$ cat config.mk
export PLATFORM = sky130hd
export DESIGN_NAME = flash_load_seq
export DESIGN_NICKNAME = d
export VERILOG_FILES = /design/src/rtl/flash_load_seq.sv
export SDC_FILE = /design/constraint.sdc
export NUM_CORES = 1
export LEC_CHECK = 0
export CAP_MARGIN = 20
export CORE_UTILIZATION = 45
export CTS_CLUSTER_SIZE = 24
export DETAILED_ROUTE_END_ITERATION = 10
export PLACE_DENSITY = 0.82
export REMOVE_ABC_BUFFERS = 1
export SLEW_MARGIN = 20
export SYNTH_ARGS = -nofsm -noshare
export SYNTH_HDL_FRONTEND = slang
export SYNTH_SLANG_ARGS = --single-unit
$ cat constraint.sdc
create_clock -name FASTCLK -period 2.59 [get_ports FASTCLK]
set_clock_uncertainty 0.05 [all_clocks]
set_input_delay 0.259 -clock FASTCLK [delete_from_list [all_inputs] [get_ports FASTCLK]]
set_output_delay 0.259 -clock FASTCLK [all_outputs]
set_load 0.02 [all_outputs]
$ cat src/rtl/flash_load_seq.sv
// rtl/flash_load_seq.sv - flash erase/load/program/readback sequencer with checksum compare
module flash_load_seq #(
    parameter int          NBYTES     = 448,
    parameter logic [23:0] ERASE_WAIT = 24'd2000000,
    parameter logic [23:0] PRG_WAIT   = 24'd500000,
    parameter logic [15:0] DTACK_TMO  = 16'd1024
) (
    input  logic        FASTCLK,
    input  logic        RST_B,
    input  logic        START,
    input  logic        ABORT,
    input  logic [7:0]  SRC_DATA,
    input  logic        SRC_VLD,
    output logic        SRC_RDY,
    output logic        DEVICE,
    output logic [9:0]  COMMAND,
    output logic        STROBE,
    output logic        WRITE_B,
    output logic [15:0] INDATA,
    input  logic        DTACK_B,
    input  logic [15:0] OUTDATA,
    output logic        BUSY,
    output logic        DONE,
    output logic        ERR,
    output logic [1:0]  ERRCODE,
    output logic [15:0] CHK_WR,
    output logic [15:0] CHK_RD
);

    localparam logic [3:0] S_IDLE   = 4'd0;
    localparam logic [3:0] S_INIT   = 4'd1;
    localparam logic [3:0] S_ERASE  = 4'd2;
    localparam logic [3:0] S_ERWAIT = 4'd3;
    localparam logic [3:0] S_LOAD   = 4'd4;
    localparam logic [3:0] S_PROG   = 4'd5;
    localparam logic [3:0] S_PRWAIT = 4'd6;
    localparam logic [3:0] S_INIT2  = 4'd7;
    localparam logic [3:0] S_READ   = 4'd8;
    localparam logic [3:0] S_CHECK  = 4'd9;

    // Handshake phase inside a command state; HS_SRC/HS_POP only occur in LOAD.
    localparam logic [2:0] HS_NONE = 3'd0;
    localparam logic [2:0] HS_SRC  = 3'd1;
    localparam logic [2:0] HS_POP  = 3'd2;
    localparam logic [2:0] HS_SET  = 3'd3;
    localparam logic [2:0] HS_STB  = 3'd4;
    localparam logic [2:0] HS_REL  = 3'd5;

    localparam logic [9:0]  BYTE_LAST = 10'(NBYTES - 1);
    localparam logic [23:0] ER_LAST   = ERASE_WAIT - 24'd1;
    localparam logic [23:0] PR_LAST   = PRG_WAIT - 24'd1;
    localparam logic [15:0] TMO_LAST  = DTACK_TMO - 16'd1;

    logic [3:0]  state;
    logic [2:0]  hs;
    logic [9:0]  bcnt;
    logic [23:0] wcnt;
    logic [15:0] tcnt;
    logic [7:0]  byte_q;
    logic        abort_pend;
    logic        abort_now;
    logic        ack;
    logic        unused_outdata_hi;

    // Only a clean 0 acknowledges; X/Z fall into the else branches as a 1 would.
    assign ack               = (DTACK_B == 1'b0);
    assign abort_now         = ABORT | abort_pend;
    assign unused_outdata_hi = ^OUTDATA[15:8];

    assign BUSY    = (state != S_IDLE);
    assign STROBE  = (hs == HS_STB);
    assign DEVICE  = (hs == HS_SET) || (hs == HS_STB);
    assign SRC_RDY = (hs == HS_POP);
    assign WRITE_B = (state != S_READ);
    assign INDATA  = (state == S_LOAD) ? {8'h00, byte_q} : 16'h0000;

    always_comb begin
        COMMAND = 10'd0;
        case (state)
            S_ERASE: COMMAND = 10'd5;
            S_LOAD:  COMMAND = 10'd1;
            S_PROG:  COMMAND = 10'd2;
            S_READ:  COMMAND = 10'd6;
            default: COMMAND = 10'd0;
        endcase
    end

    always_ff @(posedge FASTCLK or negedge RST_B) begin
        if (!RST_B) begin
            state      <= S_IDLE;
            hs         <= HS_NONE;
            bcnt       <= 10'd0;
            wcnt       <= 24'd0;
            tcnt       <= 16'd0;
            byte_q     <= 8'h00;
            abort_pend <= 1'b0;
            DONE       <= 1'b0;
            ERR        <= 1'b0;
            ERRCODE    <= 2'b00;
            CHK_WR     <= 16'h0000;
            CHK_RD     <= 16'h0000;
        end else begin
            if (state != S_IDLE && ABORT) begin
                abort_pend <= 1'b1;
            end
            case (state)
                S_IDLE: begin
                    abort_pend <= 1'b0;
                    if (START && !ABORT) begin
                        DONE    <= 1'b0;
                        ERR     <= 1'b0;
                        ERRCODE <= 2'b00;
                        CHK_WR  <= 16'h0000;
                        CHK_RD  <= 16'h0000;
                        bcnt    <= 10'd0;
                        wcnt    <= 24'd0;
                        tcnt    <= 16'd0;
                        state   <= S_INIT;
                        hs      <= HS_SET;
                    end
                end
                S_ERWAIT, S_PRWAIT: begin
                    if (abort_now) begin
                        state <= S_IDLE;
                        hs    <= HS_NONE;
                    end else if (wcnt == ((state == S_ERWAIT) ? ER_LAST : PR_LAST)) begin
                        wcnt  <= 24'd0;
                        state <= (state == S_ERWAIT) ? S_LOAD : S_INIT2;
                        hs    <= (state == S_ERWAIT) ? HS_SRC : HS_SET;
                    end else begin
                        wcnt <= wcnt + 24'd1;
                    end
                end
                S_CHECK: begin
                    state <= S_IDLE;
                    hs    <= HS_NONE;
                    if (!abort_now) begin
                        if (CHK_RD == CHK_WR) begin
                            DONE <= 1'b1;
                        end else begin
                            ERR     <= 1'b1;
                            ERRCODE <= 2'b10;
                        end
                    end
                end
                default: begin
                    case (hs)
                        HS_SRC: begin
                            if (abort_now) begin
                                state <= S_IDLE;
                                hs    <= HS_NONE;
                            end else if (SRC_VLD) begin
                                hs <= HS_POP;
                            end
                        end
                        HS_POP: begin
                            if (SRC_VLD) begin
                                byte_q <= SRC_DATA;
                                CHK_WR <= CHK_WR + {8'h00, SRC_DATA};
                                hs     <= HS_SET;
                            end else begin
                                hs <= HS_SRC;
                            end
                        end
                        HS_SET: begin
                            tcnt <= 16'd0;
                            hs   <= HS_STB;
                        end
                        HS_STB: begin
                            if (ack) begin
                                tcnt <= 16'd0;
                                hs   <= HS_REL;
                                if (state == S_READ) begin
                                    CHK_RD <= CHK_RD + {8'h00, OUTDATA[7:0]};
                                end
                            end else if (tcnt == TMO_LAST) begin
                                ERR     <= 1'b1;
                                ERRCODE <= 2'b01;
                                state   <= S_IDLE;
                                hs      <= HS_NONE;
                            end else begin
                                tcnt <= tcnt + 16'd1;
                            end
                        end
                        HS_REL: begin
                            if (ack) begin
                                if (tcnt == TMO_LAST) begin
                                    ERR     <= 1'b1;
                                    ERRCODE <= 2'b01;
                                    state   <= S_IDLE;
                                    hs      <= HS_NONE;
                                end else begin
                                    tcnt <= tcnt + 16'd1;
                                end
                            end else if (abort_now) begin
                                state <= S_IDLE;
                                hs    <= HS_NONE;
                            end else begin
                                // Handshake finished: pick the next command or wait state.
                                case (state)
                                    S_INIT: begin
                                        state <= S_ERASE;
                                        hs    <= HS_SET;
                                    end
                                    S_ERASE: begin
                                        wcnt  <= 24'd0;
                                        state <= S_ERWAIT;
                                        hs    <= HS_NONE;
                                    end
                                    S_LOAD: begin
                                        if (bcnt == BYTE_LAST) begin
                                            bcnt  <= 10'd0;
                                            state <= S_PROG;
                                            hs    <= HS_SET;
                                        end else begin
                                            bcnt <= bcnt + 10'd1;
                                            hs   <= HS_SRC;
                                        end
                                    end
                                    S_PROG: begin
                                        wcnt  <= 24'd0;
                                        state <= S_PRWAIT;
                                        hs    <= HS_NONE;
                                    end
                                    S_INIT2: begin
                                        bcnt  <= 10'd0;
                                        state <= S_READ;
                                        hs    <= HS_SET;
                                    end
                                    S_READ: begin
                                        if (bcnt == BYTE_LAST) begin
                                            bcnt  <= 10'd0;
                                            state <= S_CHECK;
                                            hs    <= HS_NONE;
                                        end else begin
                                            bcnt <= bcnt + 10'd1;
                                            hs   <= HS_SET;
                                        end
                                    end
                                    default: begin
                                        state <= S_IDLE;
                                        hs    <= HS_NONE;
                                    end
                                endcase
                            end
                        end
                        default: begin
                            state <= S_IDLE;
                            hs    <= HS_NONE;
                        end
                    endcase
                end
            endcase
        end
    end

endmodule

# Word level (Yosys, flattened, before mapping)

Cells that the tools add are included.
Widths: inputs -> output; s select.

Bits in registers: 102
Input port bits: 30
Memories kept: 0
Bits in writable memories: 0
Memory bits (read-only): 0
Latch bits: 0
Output and inout port bits: 67

Bitwise logic cells: 5
$lt $le $gt $ge: 0
Shift operators: 0
Reduce and logical (&&, ||, !) cells: 37
Eq/ne operators: 37
Add/sub/neg operators: 5
Multiply operators: 0
Mux-type cells: 82
Divide/modulo/power cells: 0

Operators with widths:

| kind                  | number |
|---|---|
| $mux 24               | 7 |
| $mux 16               | 9 |
| $pmux 16 s2           | 3 |
| $pmux 24 s3           | 1 |
| $mux 10               | 5 |
| $pmux 16 s3           | 1 |
| $mux 4                | 10 |
| $pmux 10 s2           | 2 |
| $add 16x8->16         | 2 |
| $add 24x1->24 const B | 1 |
| $eq 24x21->1          | 1 |
| $mux 2                | 12 |
| $mux 3                | 8 |
| $pmux 4 s6            | 1 |
| $mux 21               | 1 |
| $reduce_and 7->1      | 3 |
| $add 16x1->16 const B | 1 |
| $eq 16x10->1 const B  | 1 |
| $eq 16x16->1          | 1 |
| $eq 4x3->1 const B    | 4 |
| $ne 8x5->1 const B    | 2 |
| $pmux 4 s4            | 1 |
| $reduce_bool 2->1     | 8 |
| $pmux 3 s5            | 1 |
| other kinds (42)      | 80 |

# Logic depth before layout (Yosys ltp)

Gate-level depths: netlist (run 1).

Depth after elaboration: 7
Mapped depth: 9
Depth with buffers taken out: 9

# Worst setup path before layout (run 1)

Ideal clock, no wire load.

Path kind: flip-flop to flip-flop
Start: reg CHK_RD[1]
End: reg CHK_RD[11]
Clock period less this slack: 2.536 ns
Slack: 0.054 ns
Required time: 2.406 ns
Setup time: 0.134 ns
Arrival: 2.352 ns
Stages on the path, launching flop included: 8
Cell sequence: dfrtp_1 -> ha_1 -> a211oi_1 -> nor2_1 -> or4b_2 -> a31oi_1 -> or4_1 -> a21oi_1

Cells in the longest elaborated chain, start to end: 5

RTL lines:

| what                     | RTL line | text |
|---|---|---|
| start: declaration       | 27       | `output logic [15:0] CHK_RD` |
| start signal: assignment | 174      | `CHK_RD <= CHK_RD + {8'h00, OUTDATA[7:0]};` |
| $add 16x8->16            | 174      |  |
| $mux 16                  | 173      | `if (state == S_READ) begin` |
| $mux 16                  | 170      | `if (ack) begin` |
| $mux 16                  | 147      | `case (hs)` |
| $pmux 16 s2              | 106      | `case (state)` |

No other way between the ends. The select of a mux whose other input is x is not followed.
A chain may end at the register's enable or synchronous reset.

# Final worst setup path (run 1)

Start: reg state[2]
End: out COMMAND[0]

Cells in the longest elaborated chain, start to end: 2
Elaborated cells between the ends (all ways): 5

RTL lines:

| what                               | RTL line | text |
|---|---|---|
| start: declaration                 | 54       | `logic [3:0] state;` |
| start signal: assignment           | 128      | `state <= (state == S_ERWAIT) ? S_LOAD : S_INIT2;` |
| $eq 4x4->1 (tied with other cells) | 79       | `case (state)` |
| $pmux 3 s4 *                       | 79       |  |
| end: declaration                   | 16       | `output logic [9:0] COMMAND,` |

Mark *: on every way between the ends. The rest lies on a longest branch, timed or not.

==> flow_metrics.py, run 1 <==
metrics = {
    "yosys": {
        "synth-edff-count": 0,
        "yosysUniqueCellTypes": 75,
        "ys.flop_type": "dfrtp_1",
        "yosysSeqAreaShare": 0.383,
        "yosysWarnings": 0,
        "synth.avg_cell_area_um2": 8.82,
        "syn_area_mm2": 0.00666,
        "ys_ff_latch": 102,
        "async_flop_share": 1.00,
        "ys_top_cells_by_area": "dfrtp_1 38%, o21ai_0 3.8%, xor2_1 3.7%",
        "synth_top_area_share": 0.383,
        "netlist_instances": 755,
        "yosysTopAreaCell": "dfrtp_1",
    },
    "layout": {
        "final_cell_area_mm2": 0.00825,
        "antenna_cells": 0,
        "final_cell_mix": "99 x dfrtp_1, 64 x nand2_1, 64 x clkdlybuf4s50_1",
        "syn2layout_area_growth_pct": 24.0,
        "nNetsFinal": 920,
        "drive_above_1_share": 0.122,
        "layout_commonest_cell": "dfrtp_1",
    },
    "worst_hold_path": {
        "min-delay-path-class": "in2async",
    },
    "timing": {
        "report.final.slew_viol_count": 0,
        "timing_hold_violations_final": 0,
        "fin_tns_setup_ps": 0,
        "hold_ws_ps": 391,
        "setup_viol": 0,
        "min_period_over_period": 0.965,
        "worst_pin_slew_ps": 594,
        "timing.slew.headroom": 0.594,
        "fin_crit_ps": 2500,
        "timing.fmax_ghz": 0.400,
    },
    "route": {
        "avgViaCountPerCell": 5.98,
        "drt_iter0_markers": 570,
        "wl_mm": 18.2,
        "first_pass_iters": 5,
        "drc": 0,
        "ant_nets": 0,
        "num_vias": 6324,
        "post_drt_wl_per_cell_um": 17.2,
    },
    "clocking": {
        "post_cts_buffers": 0,
        "clock_latency_ps": 370,
        "clkTransAtPathRegs_ps": 80,
        "cts_sinks": 102,
        "cts_buffers": 9,
        "root_buffer": "clkbuf_16",
        "clockBufferDepth": 2,
        "cts_max_level": 3,
        "tritoncts": "built",
    },
    "grt": {
        "use_met3": 0.0531,
        "antenna_found_initial": 0,
        "grt.total_usage": 0.251,
        "met2_usage": 0.400,
        "top_usage_layer": "met2",
        "grt_pass1_wl_mm": 29.8,
        "grt_overflow": 0,
        "grt_pass1_vias": 6000,
        "grt_max_degree": 61,
        "grt_use_met1": 0.336,
    },
    "place": {
        "placed_area_mm2": 0.00794,
        "globalplace.congestion": 0.900,
        "io_buffers": 73,
        "dp_hpwl_mm": 13.1,
    },
    "status": {
        "status": "complete, no violations",
    },
    "critical_path": {
        "crit_arrival_ps": 2190,
        "crit_path_end_kind": "output port",
        "startpoint_type": "register",
        "required_ps": 2280,
        "setup.worst_path.class": "reg2out",
        "critPathMaxFanout": 14,
    },
    "floorplan": {
        "fp-row-count": 44,
        "core_mm2": 0.0145,
        "fp.dieW_um": 124,
        "die_h_um": 124,
        "start_util": 0.460,
        "io-pin-count": 97,
        "die_area_mm2": 0.0153,
    },
    "pwr": {
        "powerDensity_mw_per_mm2": 707,
        "peakVddDrop_uv": 583,
        "p_leak_nw": 3.56,
    },
    "job": {
        "cap_violations": 0,
    },
}
[routing by layer]
metal / routed length (um) / up-vias
li1: - / 3000
met1: 8000 / 3048
met2: 8520 / 255
met3: 1320 / 21
met4: 317 / 0
met5: 0 / -
[synth_stat cells, drive strengths merged, types with 3 or more instances]
library cell,count
a22o,12
and2,12
nor4,7
a211oi,6
a31oi,19
xor2,28
nand2b,13
nand3,27
dfrtp,102
o21ai,51
a21oi,43
nand4,20
o31ai,15
nor3b,4
or4,11
o211ai,3
mux2,8
a211o,4
o2bb2ai,5
a21o,5
nor2,62
nor4bb,6
and4,3
inv,19
nand2,64
o21a,5
buf,26
a21boi,3
clkbuf,23
xnor2,18
a32oi,3
nor4b,6
or3,16
a22oi,4
a2111oi,3
ha,19
nor2b,10
or2,7
a41oi,3
nor3,11
and3,15
[cells by family after synthesis]
group | synth area share
xor gates and xnor gates | 0.0605
adders and majority gates | 0.0417
buffers and inverters | 0.0483
other | 0.000563
muxes | 0.0150
and+or+nand+nor | 0.249
AOI/OAI and AO/OA | 0.202
DFF | 0.383
[worst paths after layout]
path / end / cells after the start / start / slack, ps
max: COMMAND[0] / 5 / state[2] / 90
min: state[0] / 2 / RST_B / 390
max reg2reg: CHK_WR[9] / 7 / state[1] / 140
min reg2reg: bcnt[9] / 1 / bcnt[9] / 450
max in group asynchronous: state[1] / 3 / RST_B / 1360
min in group FASTCLK: bcnt[9] / 1 / bcnt[9] / 450
[worst max-delay path: stages (launching register included)]
cell and delay [ps]:
dfrtp_1 400, buf_4 190, buf_4 220, nor2b_1 220
o21a_1 180, clkdlybuf4s50_1 610
[per-stage QoR]
stage / total power, mW / util / setup WS, ps / std cells
after global routing: 6.18 / 0.570 / -8.74 / 1058
after global placement: 4.40 / 0.548 / -72.3 / 1041
after detailed placement: 4.45 / 0.548 / -125 / 1041
final: 5.84 / 0.570 / 91.6 / 1058
after CTS: 5.82 / 0.568 / 60.4 / 1058
after floorplan: 3.40 / - / -337 / 720
[layout make-up]
cell class                 count  area, um2
clock buffer                  10        229
multi-input combinational    599       3860
timing repair buffer         138       1250
sequential                   102       2560
fill                        1275       6220
tap                          184        230
clock inverter                 6       51.3
inverter                      19       71.3
[state kept, by name (all words and copies together) (netlist names)]
signal and count:
CHK_RD 16, CHK_WR 16, DONE 1, ERR 1, ERRCODE 2, abort_pend 1, bcnt 10, byte_q 8
hs 3, state 4, tcnt 16, wcnt 24
[power breakdown]
group,switching [mW],internal [mW],total (mW)
combinational,1.37,1.15,2.52
sequential,0.199,1.78,1.98
clock,0.666,0.670,1.34
[repair_timing]
action | CTS | global route
cloned | 0 | 0
endpoints found under the setup margin | 8 | 22
hold buffers | 1 | 0
resized for setup | 8 | 10
hold endpoints to repair | 42 | 0
Note: power is estimated with default switching activity, not from simulation.
==> inputs of run 2 (changes only) <==
==> constraint.sdc (replaced) <==
create_clock -name FASTCLK -period 2.25 [get_ports FASTCLK]
set_clock_uncertainty 0.05 [all_clocks]
set_input_delay 0.5625 -clock FASTCLK [delete_from_list [all_inputs] [get_ports FASTCLK]]
set_output_delay 0.5625 -clock FASTCLK [all_outputs]
set_load 0.02 [all_outputs]
==> flow_metrics.py, run 2 (synthesized netlist as in run 1, its figures left out) <==
metrics = {
    "clocking": {
        "tritoncts": "built",
        "clockBufferDepth": 2,
        "clock_latency_ps": 380,
        "cts_sinks": 102,
        "cts_buffers": 9,
        "root_buffer": "clkbuf_16",
        "cts_max_level": 3,
        "clkTransAtPathRegs_ps": 80,
        "ctsHoldBuffers": 0,
    },
    "critical_path": {
        "critPathMaxFanout": 4,
        "crit_path_end_kind": "register",
        "required_ps": 2470,
        "startpoint_type": "register",
        "setup.worst_path.class": "reg2reg",
        "crit_arrival_ps": 2850,
    },
    "pwr": {
        "p_leak_nw": 4.65,
        "powerDensity_mw_per_mm2": 837,
        "power_mw": 8.92,
        "peakVddDrop_uv": 746,
    },
    "floorplan": {
        "core_mm2": 0.0145,
        "die_area_mm2": 0.0153,
        "fp-row-count": 44,
        "die_h_um": 124,
        "start_util": 0.460,
        "fp.dieW_um": 124,
        "io-pin-count": 97,
    },
    "timing": {
        "worst_pin_slew_ps": 697,
        "hold_ws_ps": 5.46,
        "rsz0062_at_grt": "true",
        "timing.fmax_ghz": 0.380,
        "worst_slack_ps": -380,
        "timing.slew.headroom": 0.532,
        "setup_viol": 79,
        "fin_crit_ps": 2630,
        "report.final.slew_viol_count": 0,
        "timing_hold_violations_final": 0,
        "min_period_over_period": 1.17,
    },
    "status": {
        "status": "complete, but fails checks",
        "violations": "setup timing",
    },
    "route": {
        "drt_iter0_markers": 960,
        "post_drt_wl_per_cell_um": 23.4,
        "drc": 0,
        "avgViaCountPerCell": 6.64,
        "ant_nets": 0,
        "wl_mm": 28.6,
        "first_pass_iters": 9,
        "num_vias": 8133,
    },
    "layout": {
        "syn2layout_area_growth_pct": 60.1,
        "fin_util": 0.736,
        "nNetsFinal": 1087,
        "largest-register": "wcnt",
        "final_cell_mix": "186 x buf_4, 98 x dfrtp_1, 61 x nand2_1",
        "drive_above_1_share": 0.404,
        "antenna_cells": 0,
        "largest_register_ffs": 24,
        "layout_commonest_cell": "buf_4",
        "final_cells": 1225,
    },
    "place": {
        "io_buffers": 73,
        "pre_cts_ws_ps": -781,
        "dp_hpwl_mm": 14.6,
        "dp.cells": 1135,
        "globalplace.congestion": 0.938,
    },
    "grt": {
        "grt_pass1_wl_mm": 36.0,
        "grt_max_degree": 32,
        "grt_pass1_vias": 7309,
        "grt.total_usage": 0.307,
        "grt_overflow": 0,
        "antenna_found_initial": 0,
    },
    "worst_hold_path": {
        "min-delay-path-class": "in2async",
    },
    "job": {
        "cap_violations": 0,
    },
}
[run 2: cell types whose count changed in the layout (fill, tap and decap cells not counted), moves of 13 or more]
cell             previous run  this run
buf_4                      61       186
nor2_1                     62        49
buf_6                       1        43
clkdlybuf4s50_1            64        44
a21oi_1                    41        27
o21ai_0                    50        36
[run 2: what timing repair did]
item | 4_1_cts | 5_1_grt
cloned | 0 | 5
setup buffers | 37 | 37
pin swaps | 56 | 61
gates resized for setup | 184 | 153
endpoints found under the setup margin | 102 | 97
[run 2: area by class of cell]
type / instances / area, um2
multi-input cells: 599 / 4740
inverters: 19 / 76.3
well taps: 184 / 230
clock inverters: 6 / 53.8
flip-flops and latches: 102 / 2560
clock buffers: 10 / 239
fillers: 856 / 3820
repair buffers: 305 / 2770
[run 2: power breakdown]
part / switching [mW] / internal [mW] / leakage (nW)
registers: 0.213 / 2.05 / 1.39
clock network: 0.798 / 0.802 / 0.146
logic: 2.57 / 2.49 / 3.12
total: 3.58 / 5.34 / 4.65
[run 2: worst max-delay path, cell delays in order (launching register included)]
cell      delay (ps)
dfrtp_1          410
buf_6            140
nor4_4           360
inv_2             80
a21oi_2          190
a21bo_1          280
buf_4            150
buf_6            100
buf_8            130
nor3b_2          160
buf_4            170
a31oi_1          120
nand2b_4         180
[run 2: path summary, 6_finish.rpt]
kind,from,endpoint,slack [ps],cells after the start
max in group asynchronous,RST_B,wcnt[21],1530,2
min in group FASTCLK,bcnt[9],bcnt[9],460,1
hold reg to reg,bcnt[9],bcnt[9],460,1
hold / removal,RST_B,wcnt[9],5,1
setup reg to reg,state[1],CHK_WR[10],-380,12
setup / recovery,state[1],CHK_WR[10],-380,12
[run 2: stage by stage]
step	TNS [ps]	cell area, um2
2_1_floorplan	-16530	6460
3_3_place_gp	-39090	8640
3_5_place_dp	-42540	8640
4_1_cts	-1170	9600
5_1_grt	-13570	10700
6_report	-10730	10700
[run 2: routing by layer]
layer  vias to the layer above  share of wire  global-route usage
met5                         -              0                   0
met4                         0          0.078               0.142
met3                       269          0.099              0.0797
met2                       698           0.47               0.520
met1                      3837           0.35               0.365
li1                       3329              -                   -
==> inputs of run 3 (changes only) <==
--- a/config.mk
+++ b/config.mk
@@ -9,6 +9,7 @@
 export CORE_UTILIZATION = 45
 export CTS_CLUSTER_SIZE = 24
 export DETAILED_ROUTE_END_ITERATION = 10
+export GPL_ROUTABILITY_DRIVEN = 0
 export PLACE_DENSITY = 0.82
 export REMOVE_ABC_BUFFERS = 1
 export SLEW_MARGIN = 20
==> flow_metrics.py, run 3 (synthesized netlist as in run 1, its figures left out) <==
metrics = {
    "route": {
        "ant_nets": 0,
        "avgViaCountPerCell": 6.30,
        "drc": 0,
        "num_vias": 7445,
        "wl_mm": 24.6,
        "drt_iter0_markers": 673,
        "first_pass_iters": 7,
        "post_drt_wl_per_cell_um": 20.8,
    },
    "critical_path": {
        "timing.rr.end": "CHK_WR[15]",
        "crit_arrival_ps": 1820,
        "required_ps": 1640,
        "setup.worst_path.class": "reg2out",
        "startpoint_type": "register",
        "crit_path_end_kind": "output port",
        "rrSetupSlack_ps": -180,
        "critPathMaxFanout": 6,
        "reg2reg_depth": 8,
        "reg2reg_from": "state[0]",
    },
    "job": {
        "cap_violations": 0,
    },
    "layout": {
        "nFillCells": 959,
        "nNetsFinal": 1044,
        "final_cell_mix": "172 x buf_4, 99 x dfrtp_1, 63 x nand2_1",
        "layout_commonest_cell": "buf_4",
        "fin_util": 0.688,
        "multi_input_area_mm2": 0.00452,
        "final_cell_area_mm2": 0.00997,
        "largest_register_ffs": 24,
        "antenna_cells": 0,
        "syn2layout_area_growth_pct": 49.7,
        "drive_above_1_share": 0.350,
        "largest-register": "wcnt",
        "final_cells": 1182,
        "seqCellArea_mm2": 0.00256,
    },
    "floorplan": {
        "die_area_mm2": 0.0153,
        "io-pin-count": 97,
        "fp-row-count": 44,
        "start_util": 0.460,
        "fp.dieW_um": 124,
        "die_h_um": 124,
        "core_mm2": 0.0145,
    },
    "timing": {
        "setup_viol": 39,
        "fin_crit_ps": 2440,
        "rsz0062_at_grt": "true",
        "report.final.slew_viol_count": 0,
        "worst_slack_ps": -186,
        "fin_tns_setup_ps": -2730,
        "timing_hold_violations_final": 0,
        "timing.fmax_ghz": 0.411,
        "min_period_over_period": 1.08,
    },
    "place": {
        "dp_hpwl_mm": 14.3,
        "placed_area_mm2": 0.00861,
        "dp.cells": 1129,
        "io_buffers": 73,
    },
    "worst_hold_path": {
        "min-delay-path-class": "in2async",
    },
    "status": {
        "status": "complete, but fails checks",
        "violations": "setup timing",
    },
    "clocking": {
        "cts_max_level": 3,
        "root_buffer": "clkbuf_16",
        "tritoncts": "built",
        "cts_sinks": 102,
        "clkTransAtPathRegs_ps": 90,
        "clockBufferDepth": 2,
        "clock_latency_ps": 380,
        "cts_buffers": 9,
        "ctsHoldBuffers": 0,
    },
    "grt": {
        "grt_overflow": 0,
        "grt_pass1_vias": 7014,
        "grt.total_usage": 0.290,
        "grt_max_degree": 34,
        "grt_pass1_wl_mm": 34.4,
        "antenna_found_initial": 0,
    },
    "pwr": {
        "p_leak_nw": 4.40,
        "peakVddDrop_uv": 768,
        "powerDensity_mw_per_mm2": 829,
    },
}
## run 3: changes by cell type in the layout (fill, tap and decap cells not counted), sizes merged, moves of 2 or more
cell          before  now
dlymetal6s2s       1    3
clkinv             4    2
buf              242  202
clkbuf            15   11
inv               21   23
## run 3: routing by layer
layer,global-route usage,share of wire
met5,0,0
met4,0.132,0.058
met3,0.0627,0.092
met2,0.480,0.49
met1,0.362,0.36
## run 3: stage by stage
| stage | power (mW) | hold slack, ps | setup WS, ps |
|---|---|---|---|
| 3_3_place_gp | 5.41 | 417 | -703 |
| 6_report | 8.26 | 72.3 | -186 |
| 5_1_grt | 8.58 | 95.3 | -268 |
| 2_1_floorplan | 3.91 | 217 | -677 |
| 3_5_place_dp | 5.47 | 438 | -734 |
| 4_1_cts | 7.41 | 86.5 | -131 |
## run 3: what timing repair did
action / 4_1_cts / 5_1_grt
cloned: 0 / 1
resized for setup: 144 / 116
pin swaps: 36 / 50
hold endpoints to repair: 0 / 0
setup endpoints to repair: 87 / 92
setup buffers: 17 / 24
## run 3: worst max-delay path, cell delays in order, from the launching register on
cell and delay, ps:
dfrtp_2 450, buf_4 150, buf_4 150, nor3_4 170, buf_6 180, buf_6 110
and2_4 130, buf_6 110
## run 3: cell type report
| class | count | share of cell area |
|---|---|---|
| well taps | 184 | 0.0231 |
| clock buffers | 9 | 0.0226 |
| flip-flops and latches | 102 | 0.256 |
| repair buffers | 262 | 0.228 |
| inverters | 19 | 0.00753 |
| multi-input cells | 599 | 0.454 |
| clock inverters | 7 | 0.00891 |
## run 3: power by group
part	total (mW)	switching (mW)	internal, mW	leakage (nW)
registers	2.24	0.194	2.05	1.39
logic	4.35	2.27	2.08	2.85
clock network	1.67	0.862	0.810	0.153
## run 3: worst max path at each step
| stage | slack [ps] | end | start |
|---|---|---|---|
| floorplan | -680 | CHK_WR[15] | state[2] |
| global placement | -700 | CHK_RD[15] | OUTDATA[1] |
| detailed placement | -730 | CHK_RD[15] | OUTDATA[1] |
| CTS | -130 | CHK_WR[15] | state[3] |
| global route | -270 | CHK_WR[15] | state[0] |
| finish | -190 | INDATA[6] | state[0] |
